## src/rtl/rr_grant_arbiter.sv

```systemverilog
// Round-robin arbiter with locked grants and a one-cycle bubble between owners.
// Optional forced release after MAX_HOLD cycles is enabled by defining ARB_HOLD_TIMEOUT_EN.
module rr_grant_arbiter #(
  parameter int N_REQ    = 4,
  parameter int MAX_HOLD = 16
) (
  input  logic                     clk,
  input  logic                     rst_n,
  input  logic [N_REQ-1:0]         req,
  output logic [N_REQ-1:0]         gnt,
  output logic [$clog2(N_REQ)-1:0] gnt_id,
  output logic                     gnt_valid,
  output logic                     timeout
);

  localparam int IW = $clog2(N_REQ);

  if ((N_REQ < 2) || ((N_REQ & (N_REQ - 1)) != 0) || (MAX_HOLD < 1)) begin : g_bad_params
    $error("rr_grant_arbiter: N_REQ must be a power of two >= 2 and MAX_HOLD >= 1");
  end

  typedef enum logic [0:0] {
    IDLE  = 1'b0,
    GRANT = 1'b1
  } state_t;

  state_t           state_r;
  logic [IW-1:0]    ptr_r;
  logic [N_REQ-1:0] elig_s;
  logic [IW-1:0]    sel_s;
  logic             found_s;
  logic             owner_req_s;

  function automatic logic [N_REQ-1:0] onehot(input logic [IW-1:0] idx);
    onehot = {{(N_REQ-1){1'b0}}, 1'b1} << idx;
  endfunction

`ifdef ARB_HOLD_TIMEOUT_EN
  localparam int HW = $clog2(MAX_HOLD + 1);
  logic [HW-1:0]    hold_cnt_r;
  logic [N_REQ-1:0] mask_r;
  logic             expire_s;

  // Eligibility excludes requesters still parked after a forced release.
  always_comb begin
    elig_s   = req & ~mask_r;
    expire_s = (hold_cnt_r == HW'(MAX_HOLD - 1)) && owner_req_s;
  end
`else
  // Without the timeout feature every raised request is eligible.
  always_comb begin
    elig_s = req;
  end
`endif

  // Owner's request level; ptr arithmetic wraps naturally at IW bits.
  always_comb begin
    owner_req_s = req[gnt_id];
  end

  // Scan downward so the smallest offset from ptr_r wins.
  always_comb begin
    sel_s   = ptr_r;
    found_s = 1'b0;
    for (int i = N_REQ - 1; i >= 0; i--) begin
      if (elig_s[ptr_r + IW'(i)]) begin
        sel_s   = ptr_r + IW'(i);
        found_s = 1'b1;
      end else begin
        found_s = found_s;
      end
    end
  end

  // Arbiter FSM with registered grant outputs.
  always_ff @(posedge clk) begin
    if (!rst_n) begin
      state_r   <= IDLE;
      ptr_r     <= {IW{1'b0}};
      gnt       <= {N_REQ{1'b0}};
      gnt_id    <= {IW{1'b0}};
      gnt_valid <= 1'b0;
      timeout   <= 1'b0;
`ifdef ARB_HOLD_TIMEOUT_EN
      hold_cnt_r <= {HW{1'b0}};
      mask_r     <= {N_REQ{1'b0}};
`endif
    end else begin
      timeout <= 1'b0;
`ifdef ARB_HOLD_TIMEOUT_EN
      mask_r <= mask_r & req;
`endif
      case (state_r)
        IDLE: begin
          if (found_s) begin
            gnt       <= onehot(sel_s);
            gnt_id    <= sel_s;
            gnt_valid <= 1'b1;
            state_r   <= GRANT;
`ifdef ARB_HOLD_TIMEOUT_EN
            hold_cnt_r <= {HW{1'b0}};
`endif
          end else begin
            gnt       <= {N_REQ{1'b0}};
            gnt_valid <= 1'b0;
          end
        end
        GRANT: begin
          if (!owner_req_s) begin
            gnt       <= {N_REQ{1'b0}};
            gnt_valid <= 1'b0;
            ptr_r     <= gnt_id + IW'(1);
            state_r   <= IDLE;
`ifdef ARB_HOLD_TIMEOUT_EN
          end else if (expire_s) begin
            // Forced release; owner stays masked until it drops its request.
            gnt       <= {N_REQ{1'b0}};
            gnt_valid <= 1'b0;
            timeout   <= 1'b1;
            ptr_r     <= gnt_id + IW'(1);
            mask_r    <= (mask_r & req) | onehot(gnt_id);
            state_r   <= IDLE;
          end else begin
            if (hold_cnt_r != {HW{1'b1}}) begin
              hold_cnt_r <= hold_cnt_r + HW'(1);
            end else begin
              hold_cnt_r <= hold_cnt_r;
            end
`else
          end else begin
            state_r <= GRANT;
`endif
          end
        end
        default: begin
          state_r   <= IDLE;
          gnt       <= {N_REQ{1'b0}};
          gnt_valid <= 1'b0;
        end
      endcase
    end
  end

endmodule
```

## config.mk

```make
export PLATFORM = sky130hd
export DESIGN_NAME = rr_grant_arbiter
export DESIGN_NICKNAME = d
export VERILOG_FILES = /design/src/rtl/rr_grant_arbiter.sv
export SDC_FILE = /design/constraint.sdc
export NUM_CORES = 1
export LEC_CHECK = 0
export ABC_AREA = 1
export BUFFER_PORTS_ARGS = -buffer_cell sky130_fd_sc_hd__buf_2
export CORE_AREA = 2 2 47 49
export CTS_CLUSTER_SIZE = 12
export DETAILED_ROUTE_END_ITERATION = 8
export DIE_AREA = 0 0 49 51
export GPL_TIMING_DRIVEN = 0
export HOLD_SLACK_MARGIN = 0.06
export PLACE_DENSITY = 0.66
export SKIP_LAST_GASP = 1
export SLEW_MARGIN = 20
export SYNTH_ARGS = -nofsm -noshare
export SYNTH_HDL_FRONTEND = slang
export SYNTH_SLANG_ARGS = --single-unit
```

## constraint.sdc

```tcl
create_clock -name clk -period 2.89 [get_ports clk]
set_clock_uncertainty 0.05 [all_clocks]
set_input_delay 0.578 -clock clk [delete_from_list [all_inputs] [get_ports clk]]
set_output_delay 0.578 -clock clk [all_outputs]
set_load 0.005 [all_outputs]
```

# After elaboration in Yosys (flattened, before gate mapping)

Cells that the tools add are included.

Add/sub/neg operators: 4
Multiply operators: 0
Divide/modulo/power cells: 0
$lt $le $gt $ge: 5
Equal/unequal tests: 1
Shifts and indexed selects: 1
Mux-type cells: 26
Bitwise logic cells: 2
Reduce and logical (&&, ||, !) cells: 2

Operators with widths:

| kind                                                | count |
|---|---|
| < comparator 2 x 3 -> 1 bit (second input constant) | 5 |
| two-way mux 1 bit                                   | 12 |
| binary-select mux 1 bit (select 2 bit)              | 5 |
| two-way mux 2 bit                                   | 4 |
| two-way mux 4 bit                                   | 2 |
| case mux 4 bit (2 select lines)                     | 1 |
| adder 2 x 1 -> 2 bit (second input constant)        | 2 |
| adder 2 bit (second input constant)                 | 2 |
| case mux 1 bit (2 select lines)                     | 2 |
| AND reduction 2 bit                                 | 2 |
| left shift 1 x 2 -> 4 bit (first input constant)    | 1 |
| inequality test 2 bit (second input constant)       | 1 |
| inverter 1 bit                                      | 2 |

Bits in registers: 10
Bits in latches: 0
RAM bits: 0
Memory bits (read-only): 0
Input port bits: 6
Output and inout bits: 8
Word-level logic and storage cells: 46
Memories kept: 0

# Depth between registers and ports, before layout

Word-level depth: 10
Gate-level depth with buffers: 14

# Worst setup path after synthesis

No wires, ideal clock.

Kind: in2reg
Start: input port req[0]
End: register gnt_id[0]
Library setup time: 109 ps
Arrival time: 1387 ps
Slack: 1344 ps
Stages on the path: 13
Path through: nand2_1 > nand2_2 > nand2_1 > nand2_2 > inv_1 > nand2_2 > nand3_2 > nand2_2 > nand2_2 > nand2_1 > o21ai_1 > nand2_1 > inv_1

Longest elaborated chain between the ends: 7
Elaborated cells on any way between the ends: 17
Classes of those cells: mux: 16; reduce/logical: 1

RTL lines:

| what                                    | line | RTL |
|---|---|---|
| start: declaration                      | 9    | `input logic [N_REQ-1:0] req,` |
| binary-select mux 1 bit (select 2 bit)  | 66   | `if (elig_s[ptr_r + IW'(i)]) begin` |
| two-way mux 1 bit (implied by the code) | 66   |  |
| two-way mux 1 bit (4 in a row)          | 66   |  |
| AND reduction 2 bit (no line)           | --   |  |
| end signal: assignment                  | 81   | `gnt_id <= {IW{1'b0}};` |
| end signal: assignment                  | 97   | `gnt_id <= sel_s;` |
| end: declaration                        | 11   | `output logic [$clog2(N_REQ)-1:0] gnt_id,` |

Parallel ways exist; a longest one is shown, timed or not. The select of a mux whose other input is x is not followed.
A chain may end at the register's enable or synchronous reset.

# Final worst setup path

Start: register ptr_r[0]
End: register gnt_id[0]

Longest elaborated chain between the ends: 8
Elaborated cells on any way between the ends: 20
Classes of those cells: add/sub: 3; mux: 16; reduce/logical: 1

RTL lines:

| what                                    | line   | RTL |
|---|---|---|
| start: declaration                      | 28     | `logic [IW-1:0] ptr_r;` |
| start signal: assignment                | 79     | `ptr_r <= {IW{1'b0}};` |
| start signal: assignment                | 112    | `ptr_r <= gnt_id + IW'(1);` |
| adder 2 bit                             | 66, 67 |  |
| binary-select mux 1 bit (select 2 bit)  | 66     |  |
| two-way mux 1 bit (implied by the code) | 66     |  |
| two-way mux 1 bit (4 in a row)          | 66     |  |
| AND reduction 2 bit (no line)           | --     |  |

Parallel ways exist; a longest one is shown, timed or not. The select of a mux whose other input is x is not followed.

==> impl_metrics.toml <==
[run_status]
status = "finished clean"

[routing]
drc_errors = 0
via_per_inst = 4.75
vias = 732
routedWlPerCell_um = 9.65
wirelength_mm = 1.49
ant_nets = 0
drt_iter0_markers = 13
drt_pass1_iterations = 4

[worst_setup_path]
reg2reg_from = "ptr_r[0]$_SDFFE_PN0P_"
cp_num_cells = 14
critical_path.max_stage_delay_ps = 330
crit_slowest_cell = "dfxtp_1"
cp-end-kind = "flop"
startpoint = "ptr_r[0]$_SDFFE_PN0P_"
crit_type = "reg2reg"
crit_end = "gnt_id[0]$_SDFFE_PN0P_"
crit_arrival_ps = 1700
crit_path_frequent_cell = "nand2_2"
reg2reg_depth = 14
critical_path_required_ps = 3010
crit_buf_inv = 3
cp_cell_sequence = "inv_2 -> nand2_2 -> nand2_2 -> nand2_1 -> nand2_2 -> inv_1 -> nand2_2 -> nand3_2 -> nand2_2 -> nand2_2 -> nand2_1 -> o21ai_1 -> nand2_1 -> inv_1"
worstSetupStartpointType = "flop"
timing.rr.end = "gnt_id[0]$_SDFFE_PN0P_"
r2r_slack_ps = 1310
path_max_fanout = 8
cp_top_family = "simple AND/OR/NAND/NOR gates"

[pwr]
p_switching_uw = 417
power.leakage_uw = 0.000435
ir_drop_mv = 0.439
internal-power_uw = 456
pwr-share-clk = 0.148
power_density_nw_per_um2 = 1010
comb_power_share = 0.592
swShare = 0.478
seqPwrFrac = 0.260

[floorplan]
start_util = 0.357
die_w_um = 49
dieArea_um2 = 2500
io-pin-count = 14
fp.dieH_um = 51
coreArea_um2 = 2060
num_rows = 17

[logic_synthesis]
synthTopCellsByCount = "28 x nand2_1, 13 x inv_1, 12 x nand2_2"
synth_top_area_share = 0.272
synth.area.top_cells = "dfxtp_1 27%, nand2_1 14%, nand2_2 10%, a21oi_1 6.8%, inv_1 6.6%"
yosysTopAreaCell = "dfxtp_1"
synth_edf_count = 0
async_flop_share = 0
synth.most_common_cell = "nand2_1"
ys_ff_latch = 10
syn_area_per_cell_um2 = 6.69
synth_cell_type_count = 21
netlist_area_um2 = 736
syn_nets = 116
syn_inst = 110
ys_warn_count = 0
ys.flop_type = "dfxtp_1"
ys_seq_area_frac = 0.272

[finish]
antennaDiodeCount = 0
final_net_count = 133
drive_gt1_frac = 0.333
areaGrowthSynthToFinish_pct = 17.9
post-route-util = 0.420

[hold_path]
min_path_type = "reg2reg"
min_path_cells = 2

[cts]
cts_resized = 0
insertion_delay_ps = 280
numCtsBuffers = 3
max-clock-path-buffers = 2
htree_levels = 1
cts_tree = "yes"
cts-root-buf = "clkbuf_4"
cts_hold_buffers = 0
postCtsSetupBuffers = 0
cts.sink_count = 10
clk_pin_slew_worst_paths_ps = 70

[global_route]
grt.overflow.total = 0
grt_max_degree = 11
grt_pass1_wl_mm = 2.64
grtUsageTotal = 0.137
antenna_found_initial = 0
grt_pass1_vias = 663

[flow_run]
cap_violations = 0

[sta]
fin_crit_sh = 0.546
rsz0062_at_grt = "no"
period_minus_slack_ps = 1580
finalSetupTns_ps = 0
setup_viol = 0
drv_slew = 0
clock.fmax_mhz = 634
finalHoldViolations = 0

[place]
routabilityCongestion = 0.817
numPortBuffers = 12
post-dp-hpwl_mm = 1.20
-- routing by layer --
layer,vias to the layer above,global-route usage,share of wire
met5,-,0,0
met1,335,0.143,0.44
met2,11,0.260,0.51
met4,0,0.0857,0.024
li1,380,-,-
met3,6,0.0175,0.031
-- worst register-to-register path: stages (launching register included) --
cell and delay (ps):
dfxtp_1 330, inv_2 170, nand2_2 90, nand2_2 110, nand2_1 80, nand2_2 80, inv_1 50, nand2_2 90
nand3_2 70, nand2_2 80, nand2_2 70, nand2_1 60, o21ai_1 60, nand2_1 60, inv_1 40
-- power by group through the flow --
| stage | combinational [uW] | sequential (uW) | clock [uW] |
|---|---|---|---|
| global placement | 510 | 229 | 0 |
| global route | 589 | 234 | 139 |
| finish | 516 | 227 | 129 |
| floorplan | 411 | 230 | 0 |
| detailed placement | 520 | 231 | 0 |
| CTS | 523 | 228 | 131 |
-- worst min-delay path by stage --
stage	startpoint	to	slack, ps
after floorplan	gnt[0]$_SDFFE_PN0P_	gnt[0]$_SDFFE_PN0P_	410
after global placement	gnt_valid$_SDFFE_PN0P_	gnt_valid$_SDFFE_PN0P_	400
after detailed placement	gnt[3]$_SDFFE_PN0P_	gnt[3]$_SDFFE_PN0P_	400
after CTS	gnt[3]$_SDFFE_PN0P_	gnt[3]$_SDFFE_PN0P_	420
after global routing	gnt[2]$_SDFFE_PN0P_	gnt[2]$_SDFFE_PN0P_	440
final	gnt[3]$_SDFFE_PN0P_	gnt[3]$_SDFFE_PN0P_	410
-- cell usage in the layout, fill, tap and decap left out --
cell type / n
nand2_1: 28
inv_1: 13
nand2_2: 12
buf_2: 12
a21oi_1: 10
dfxtp_1: 10
nand3_1: 7
nand2_4: 4
o21ai_0: 4
nor2_2: 3
o21ai_1: 3
nor2_1: 3
nand4_1: 3
clkbuf_4: 3
inv_2: 2
buf_6: 1
a21oi_4: 1
nand3_2: 1
nand4_4: 1
o21a_1: 1
a211oi_1: 1
buf_4: 1
conb_1: 1
clkbuf_8: 1
-- per-stage QoR --
stage               hold WS [ps]  instances  instance area, um^2  total power [uW]  setup WS [ps]
global route                 442        154                  867               962           1140
global placement             401        150                  831               739           1140
CTS                          415        154                  867               883           1290
finish                       413        154                  867               873           1310
floorplan                    411        110                  736               641           1340
detailed placement           405        150                  831               750           1100
-- cells by family after synthesis --
kind of cell | synth area share
other | 0.00510
buffers and inverters | 0.102
flip-flops | 0.272
AO/OA/AOI/OAI | 0.158
AND/OR/NAND/NOR | 0.463
-- cell type report --
type	instances	area, um^2
flip-flops and latches	10	200
fillers	238	1200
well taps	28	35.0
inverters	15	56.3
multi-input cells	83	460
plain buffers	2	18.8
clock buffers	4	36.3
repair buffers	12	60.1
-- sequential cells by signal, indices dropped and copies added, names as in the netlist --
register	flops
gnt	4
gnt_id	2
gnt_valid	1
ptr_r	2
state_r	1
Note: power is estimated with default switching activity, not from simulation.
